## src/rtl/controller_pkg.sv

```systemverilog
// Shared definitions for the NES-style controller emulator and its host-side counterpart.
// FSM state codes, button bit positions and the frame length.
package controller_pkg;

   localparam logic [1:0] ST_IDLE  = 2'd0;
   localparam logic [1:0] ST_LOAD  = 2'd1;
   localparam logic [1:0] ST_SHIFT = 2'd2;
   localparam logic [1:0] ST_DONE  = 2'd3;

   localparam int BTN_A      = 7;
   localparam int BTN_B      = 6;
   localparam int BTN_SELECT = 5;
   localparam int BTN_START  = 4;
   localparam int BTN_UP     = 3;
   localparam int BTN_DOWN   = 2;
   localparam int BTN_LEFT   = 1;
   localparam int BTN_RIGHT  = 0;

   localparam int BITS_PER_FRAME = 8;

   typedef logic [BITS_PER_FRAME-1:0] btn_byte_t;

   // Shift one bit towards the MSB.
   // Zeros fill in from the bottom, so a drained register reads as released.
   function automatic btn_byte_t shift_out(input btn_byte_t v);
      return {v[BITS_PER_FRAME-2:0], 1'b0};
   endfunction

endpackage

```

## src/rtl/sync_edge_m.sv

```systemverilog
// Multi-stage synchroniser for one asynchronous host pin.
// Also flags its synchronised rising and falling edges.
module sync_edge_m #(
   parameter int STAGES = 2
) (
   input  logic clk,
   input  logic rst,
   input  logic din,
   output logic level,
   output logic rise,
   output logic fall
);

   logic [STAGES-1:0] sync_r;
   logic              prev_r;

   // Synchroniser chain plus one-cycle-delayed copy of the synchronised level.
   always_ff @(posedge clk) begin
      if (rst) begin
         sync_r <= '0;
         prev_r <= 1'b0;
      end else begin
         sync_r <= {sync_r[STAGES-2:0], din};
         prev_r <= sync_r[STAGES-1];
      end
   end

   assign level = sync_r[STAGES-1];
   assign rise  = sync_r[STAGES-1] & ~prev_r;
   assign fall  = ~sync_r[STAGES-1] & prev_r;

endmodule

```

## src/rtl/controller_emulator_m.sv

```systemverilog
// Emulates NUM_CONTROLLERS serial game controllers on a shared host latch/clock bus.
// Button snapshots are shadowed, then serialised MSB (A) first on active-low data lines.
module controller_emulator_m
   import controller_pkg::*;
#(
   parameter int NUM_CONTROLLERS = 2,
   parameter int SYNC_STAGES     = 2
) (
   input  logic                          clk,
   input  logic                          rst,
   input  logic                          host_latch,
   input  logic                          host_clk,
   output logic [NUM_CONTROLLERS-1:0]    controller_data_B_LIST,
   input  logic [8*NUM_CONTROLLERS-1:0]  buttons_in_LIST,
   input  logic                          buttons_we,
   output logic                          busy,
   output logic                          frame_done
);

   logic latch_level, latch_rise, latch_fall;
   logic clk_level, clk_rise, clk_fall;
   logic unused_edges;

   logic [1:0] state_r, state_nxt;
   logic [2:0] cnt_r, cnt_nxt;
   logic       load_en, shift_en, done_nxt;
   logic       busy_r, frame_done_r;

   sync_edge_m #(.STAGES(SYNC_STAGES)) u_latch_sync (
      .clk   (clk),
      .rst   (rst),
      .din   (host_latch),
      .level (latch_level),
      .rise  (latch_rise),
      .fall  (latch_fall)
   );

   sync_edge_m #(.STAGES(SYNC_STAGES)) u_clk_sync (
      .clk   (clk),
      .rst   (rst),
      .din   (host_clk),
      .level (clk_level),
      .rise  (clk_rise),
      .fall  (clk_fall)
   );

   assign unused_edges = &{1'b0, latch_level, clk_level, clk_fall};

   // Next-state and shift control; a latch rise overrides everything, including a coincident clock rise.
   always_comb begin
      state_nxt = state_r;
      cnt_nxt   = cnt_r;
      load_en   = 1'b0;
      shift_en  = 1'b0;
      done_nxt  = 1'b0;
      if (latch_rise) begin
         state_nxt = ST_LOAD;
         cnt_nxt   = 3'd0;
         load_en   = 1'b1;
      end else begin
         case (state_r)
            ST_IDLE: begin
               state_nxt = ST_IDLE;
            end
            ST_LOAD: begin
               // Host clock pulses during latch are ignored; bit 7 stays presented on fall.
               if (latch_fall) begin
                  state_nxt = ST_SHIFT;
                  cnt_nxt   = 3'd0;
               end else begin
                  load_en = 1'b1;
               end
            end
            ST_SHIFT: begin
               if (clk_rise) begin
                  shift_en = 1'b1;
                  cnt_nxt  = (cnt_r == 3'd7) ? 3'd7 : cnt_r + 3'd1;
                  if (cnt_r == 3'(BITS_PER_FRAME - 2)) begin
                     done_nxt  = 1'b1;
                     state_nxt = ST_DONE;
                  end else begin
                     state_nxt = ST_SHIFT;
                  end
               end else begin
                  shift_en = 1'b0;
               end
            end
            ST_DONE: begin
               if (clk_rise) begin
                  shift_en = 1'b1;
               end else begin
                  shift_en = 1'b0;
               end
            end
            default: begin
               state_nxt = ST_IDLE;
               cnt_nxt   = 3'd0;
            end
         endcase
      end
   end

   // Shared FSM, bit counter and status outputs.
   always_ff @(posedge clk) begin
      if (rst) begin
         state_r      <= ST_IDLE;
         cnt_r        <= 3'd0;
         busy_r       <= 1'b0;
         frame_done_r <= 1'b0;
      end else begin
         state_r      <= state_nxt;
         cnt_r        <= cnt_nxt;
         busy_r       <= (state_nxt == ST_LOAD) || (state_nxt == ST_SHIFT);
         frame_done_r <= done_nxt;
      end
   end

   assign busy       = busy_r;
   assign frame_done = frame_done_r;

   for (genvar g = 0; g < NUM_CONTROLLERS; g++) begin : g_ctrl
      btn_byte_t new_byte, shadow_r, shift_r, shift_nxt;
      logic      data_b_r;

      assign new_byte = buttons_in_LIST[BITS_PER_FRAME*g +: BITS_PER_FRAME];

      // While loading, a same-cycle write bypasses the shadow so it shows on the next cycle.
      always_comb begin
         shift_nxt = shift_r;
         if (load_en) begin
            shift_nxt = buttons_we ? new_byte : shadow_r;
         end else if (shift_en) begin
            shift_nxt = shift_out(shift_r);
         end else begin
            shift_nxt = shift_r;
         end
      end

      // Per-controller shadow, shift register and registered active-low data line.
      always_ff @(posedge clk) begin
         if (rst) begin
            shadow_r <= '0;
            shift_r  <= '0;
            data_b_r <= 1'b1;
         end else begin
            if (buttons_we) begin
               shadow_r <= new_byte;
            end
            shift_r  <= shift_nxt;
            data_b_r <= ~shift_nxt[BTN_A];
         end
      end

      assign controller_data_B_LIST[g] = data_b_r;
   end

endmodule

```

## config.mk

```make
export PLATFORM = sky130hd
export DESIGN_NAME = controller_emulator_m
export DESIGN_NICKNAME = d
export VERILOG_FILES = /design/src/rtl/controller_pkg.sv /design/src/rtl/sync_edge_m.sv /design/src/rtl/controller_emulator_m.sv
export SDC_FILE = /design/constraint.sdc
export NUM_CORES = 1
export LEC_CHECK = 0
export CAP_MARGIN = 20
export CELL_PAD_IN_SITES_DETAIL_PLACEMENT = 0
export CELL_PAD_IN_SITES_GLOBAL_PLACEMENT = 1
export CORE_ASPECT_RATIO = 1.5
export CORE_MARGIN = 2
export CORE_UTILIZATION = 42
export CTS_CLUSTER_SIZE = 28
export DETAILED_ROUTE_END_ITERATION = 6
export GPL_ROUTABILITY_DRIVEN = 1
export PLACE_DENSITY = 0.77
export SYNTH_ARGS = -nofsm -noshare
export SYNTH_HDL_FRONTEND = slang
export SYNTH_SLANG_ARGS = --single-unit
```

## constraint.sdc

```tcl
create_clock -name clk -period 1.7 [get_ports clk]
set_input_delay 0.34 -clock clk [delete_from_list [all_inputs] [get_ports clk]]
set_output_delay 0.34 -clock clk [all_outputs]
set_load 0.1 [all_outputs]
```

==> key figures <==
Die
  • Die X: 59.7 um
  • Die Y: 87.5 um
  • Number of core rows: 30
  • Initial Util: 43.4%
  • I/O pin total: 25
  • Die area: 5230 sq um
  • Core area: 4500 sq um

Clocking
  • Postcts setup bufs: 0
  • CTS sink cnt: 47
  • Skew-Pair Late Insertion Delay: 0.30 ns
  • Worst-path clk slew: 0.09 ns
  • Inserted Clock Buffers: 5
  • CTS tree: yes
  • H-tree Lvls: 2
  • Clk buf depth: 2
  • Clock Tree Root: clkbuf_8

Timing
  • Relative slew slack: 67.8%
  • Final Critical Period: 1.58 ns
  • Worst-margin pin slew: 0.484 ns
  • Final hold vios: 0
  • Period utilisation layout: 92.7%
  • Achievable clock frequency: 635 MHz
  • Clock skew: 0.00791 ns
  • Final Setup Violations: 0
  • RSZ-0062 raised after global routing: no
  • Count of pins over their slew limit: 0

Synthesis
  • Dominant synthesized flop cell: dfxtp_1
  • Share of the synthesized area in the top cell type: 48.1%
  • Ranking of synthesized cells by area: dfxtp_1 (48%), a221oi_1 (9.0%), mux2i_1 (8.2%)
  • Top cells by count, synth: dfxtp_1 (47), a221oi_1 (20), nor2_1 (17), mux2i_1 (16), nand2_1 (15)
  • Post-synthesis cell count: 186
  • Post-Syn Area: 1950 sq um
  • Ys Warns: 0
  • Most frequent cell after synthesis: dfxtp_1
  • Sequential cell area fraction in the yosys report: 48.1%
  • Number of synthesized flops with an enable pin: 0
  • Synth cell types: 34
  • Syn_area_per_cell: 10.5 sq um
  • FFs w/ async S/R, synth: 0%
  • Synth Register Bits: 47
  • Dominant cell type by area after synthesis: dfxtp_1
  • Mapped Nets: 209

Final layout
  • Post-layout util: 53.6%
  • Multi-input gate area: 908 sq um
  • Fill cells: 413
  • Area Overhead vs Synth: 23.6%
  • Inserted Diodes: 0
  • Layout cells sized above 1: 18.2%
  • Nets: 236
  • Seq. cell area: 941 sq um
  • Finished Cell Area: 2410 sq um

Routing
  • DRC: 0
  • Detailed Routing Iterations Pass 1: 4
  • Routed WL: 4090 um
  • Met2 routed WL: 2090 um
  • Vias: 1454
  • Initial drt markers: 31
  • Wl on met1: 1800 um
  • Routed Antenna Nets: 0
  • Vias per cell: 5.55
  • Routed len/inst: 15.6 um
  • Routed met3 length: 126 um
  • Top sig layer: met4

Global route
  • GRT Total Usage: 17.6%
  • Initial antenna violation count: 0
  • Global-route wire length before repair: 7070 um
  • GRT overflow: 0
  • Largest net degree at the start of global routing: 26
  • Vias in the first global route: 1531

Placement
  • Post-Place Cell Area: 2310 sq um
  • Number of port buffers: 24
  • HPWL after DPL: 2950 um
  • Gpl congestion: 0.781

Power
  • PwrDens: 911 nW/um^2
  • Maximum VDD drop: 0.000477 V
  • Pwr Total: 2200 uW
  • Leakage: 0.000923 uW

Setup path
  • Worst Path Required: 1.95 ns
  • Critical path class: flip-flop to flip-flop
  • Crit path DAT: 1.82 ns
  • Largest fanout on the critical path: 9
  • Setup crit end kind: flip-flop
  • CP Launch Type: flip-flop

Job
  • Max Cap Viol: 0

Status
  • Status: finished clean

Hold path
  • Worst min path class: flip-flop to flip-flop
flip-flops by register name, summed over array words and instances (netlist names):
signal and count:
busy 1, cnt_r 3, frame_done 1, g_ctrl.data_b_r 2
g_ctrl.shadow_r 16, g_ctrl.shift_r 16, state_r 2, u_clk_sync.prev_r 1
u_clk_sync.sync_r 2, u_latch_sync.prev_r 1, u_latch_sync.sync_r 2
stage by stage:
| step | worst slack, ns | setup TNS [ns] | instances | hold WS [ns] |
|---|---|---|---|---|
| 2_1_floorplan | 0.324 | 0 | 186 | 0.414 |
| 3_3_place_gp | -0.00940 | -0.0679 | 254 | 0.419 |
| 3_5_place_dp | -0.0617 | -0.576 | 254 | 0.425 |
| 4_1_cts | 0.0836 | 0 | 262 | 0.447 |
| 5_1_grt | 0.00346 | 0 | 262 | 0.471 |
| 6_report | 0.124 | 0 | 262 | 0.441 |
placed cells by master, fill, tap and decap left out, drive strengths merged, types with 2 or more instances in the layout:
master,synthesis,layout
inv,2,2
a21oi,5,5
nor3b,2,2
a221oi,28,28
clkbuf,7,6
nand2b,2,2
buf,13,20
mux2i,16,16
nand2,15,15
a22o,2,2
dfxtp,47,47
a221o,2,2
ha,2,2
clkdlybuf4s50,0,20
nor2b,7,7
o21ai,3,3
nor2,17,17
nand3b,2,2
report_power, final:
| group | switching, uW | total, uW | internal (uW) |
|---|---|---|---|
| logic | 174 | 343 | 169 |
| registers | 31.1 | 1200 | 1170 |
| clock network | 371 | 659 | 288 |
| total | 576 | 2200 | 1620 |
final cells by class:
class                      instances  area share (%)
sequential                        47            39.0
multi-input combinational        117            37.6
timing repair buffer              40            17.1
clock buffer                       6            3.01
tap                               48            2.49
clock inverter                     2           0.518
inverter                           2           0.311
cell families after synthesis:
| kind of cell | after synthesis | share of synthesized area (%) |
|---|---|---|
| adders and majority gates | 2 | 1.28 |
| muxes | 16 | 8.19 |
| and+or+nand+nor | 53 | 14.0 |
| AOI/OAI and AO/OA | 46 | 21.9 |
| buffers and inverters | 22 | 6.53 |
| DFF | 47 | 48.1 |
worst max-delay path, cell delays in order (launching register included):
cell      delay [ns]
dfxtp_1         0.33
buf_4           0.16
and3b_1         0.28
a221oi_1        0.52
a221o_1         0.24
routing by layer:
layer,vias to the layer above,GRT usage (%)
met5,-,0
met4,0,7.88
met3,6,3.84
met2,20,29.8
met1,691,20.9
li1,737,-
final timing paths:
path / endpoint / startpoint / slack [ns] / cells after the start
worst max-delay path: g_ctrl[0].data_b_r / state_r[1] / 0.12 / 4
worst min-delay path: u_latch_sync.sync_r[1] / u_latch_sync.sync_r[0] / 0.44 / 1
worst min register to register: u_latch_sync.sync_r[1] / u_latch_sync.sync_r[0] / 0.44 / 1
worst max register to register: g_ctrl[0].data_b_r / state_r[1] / 0.12 / 4
what timing repair did:
item                                    4_1_cts  5_1_grt
hold buffers                                  0        0
endpoints found under the setup margin       11       12
gates resized for setup                       1        3
No activity file was read; power rests on OpenSTA's default activity.
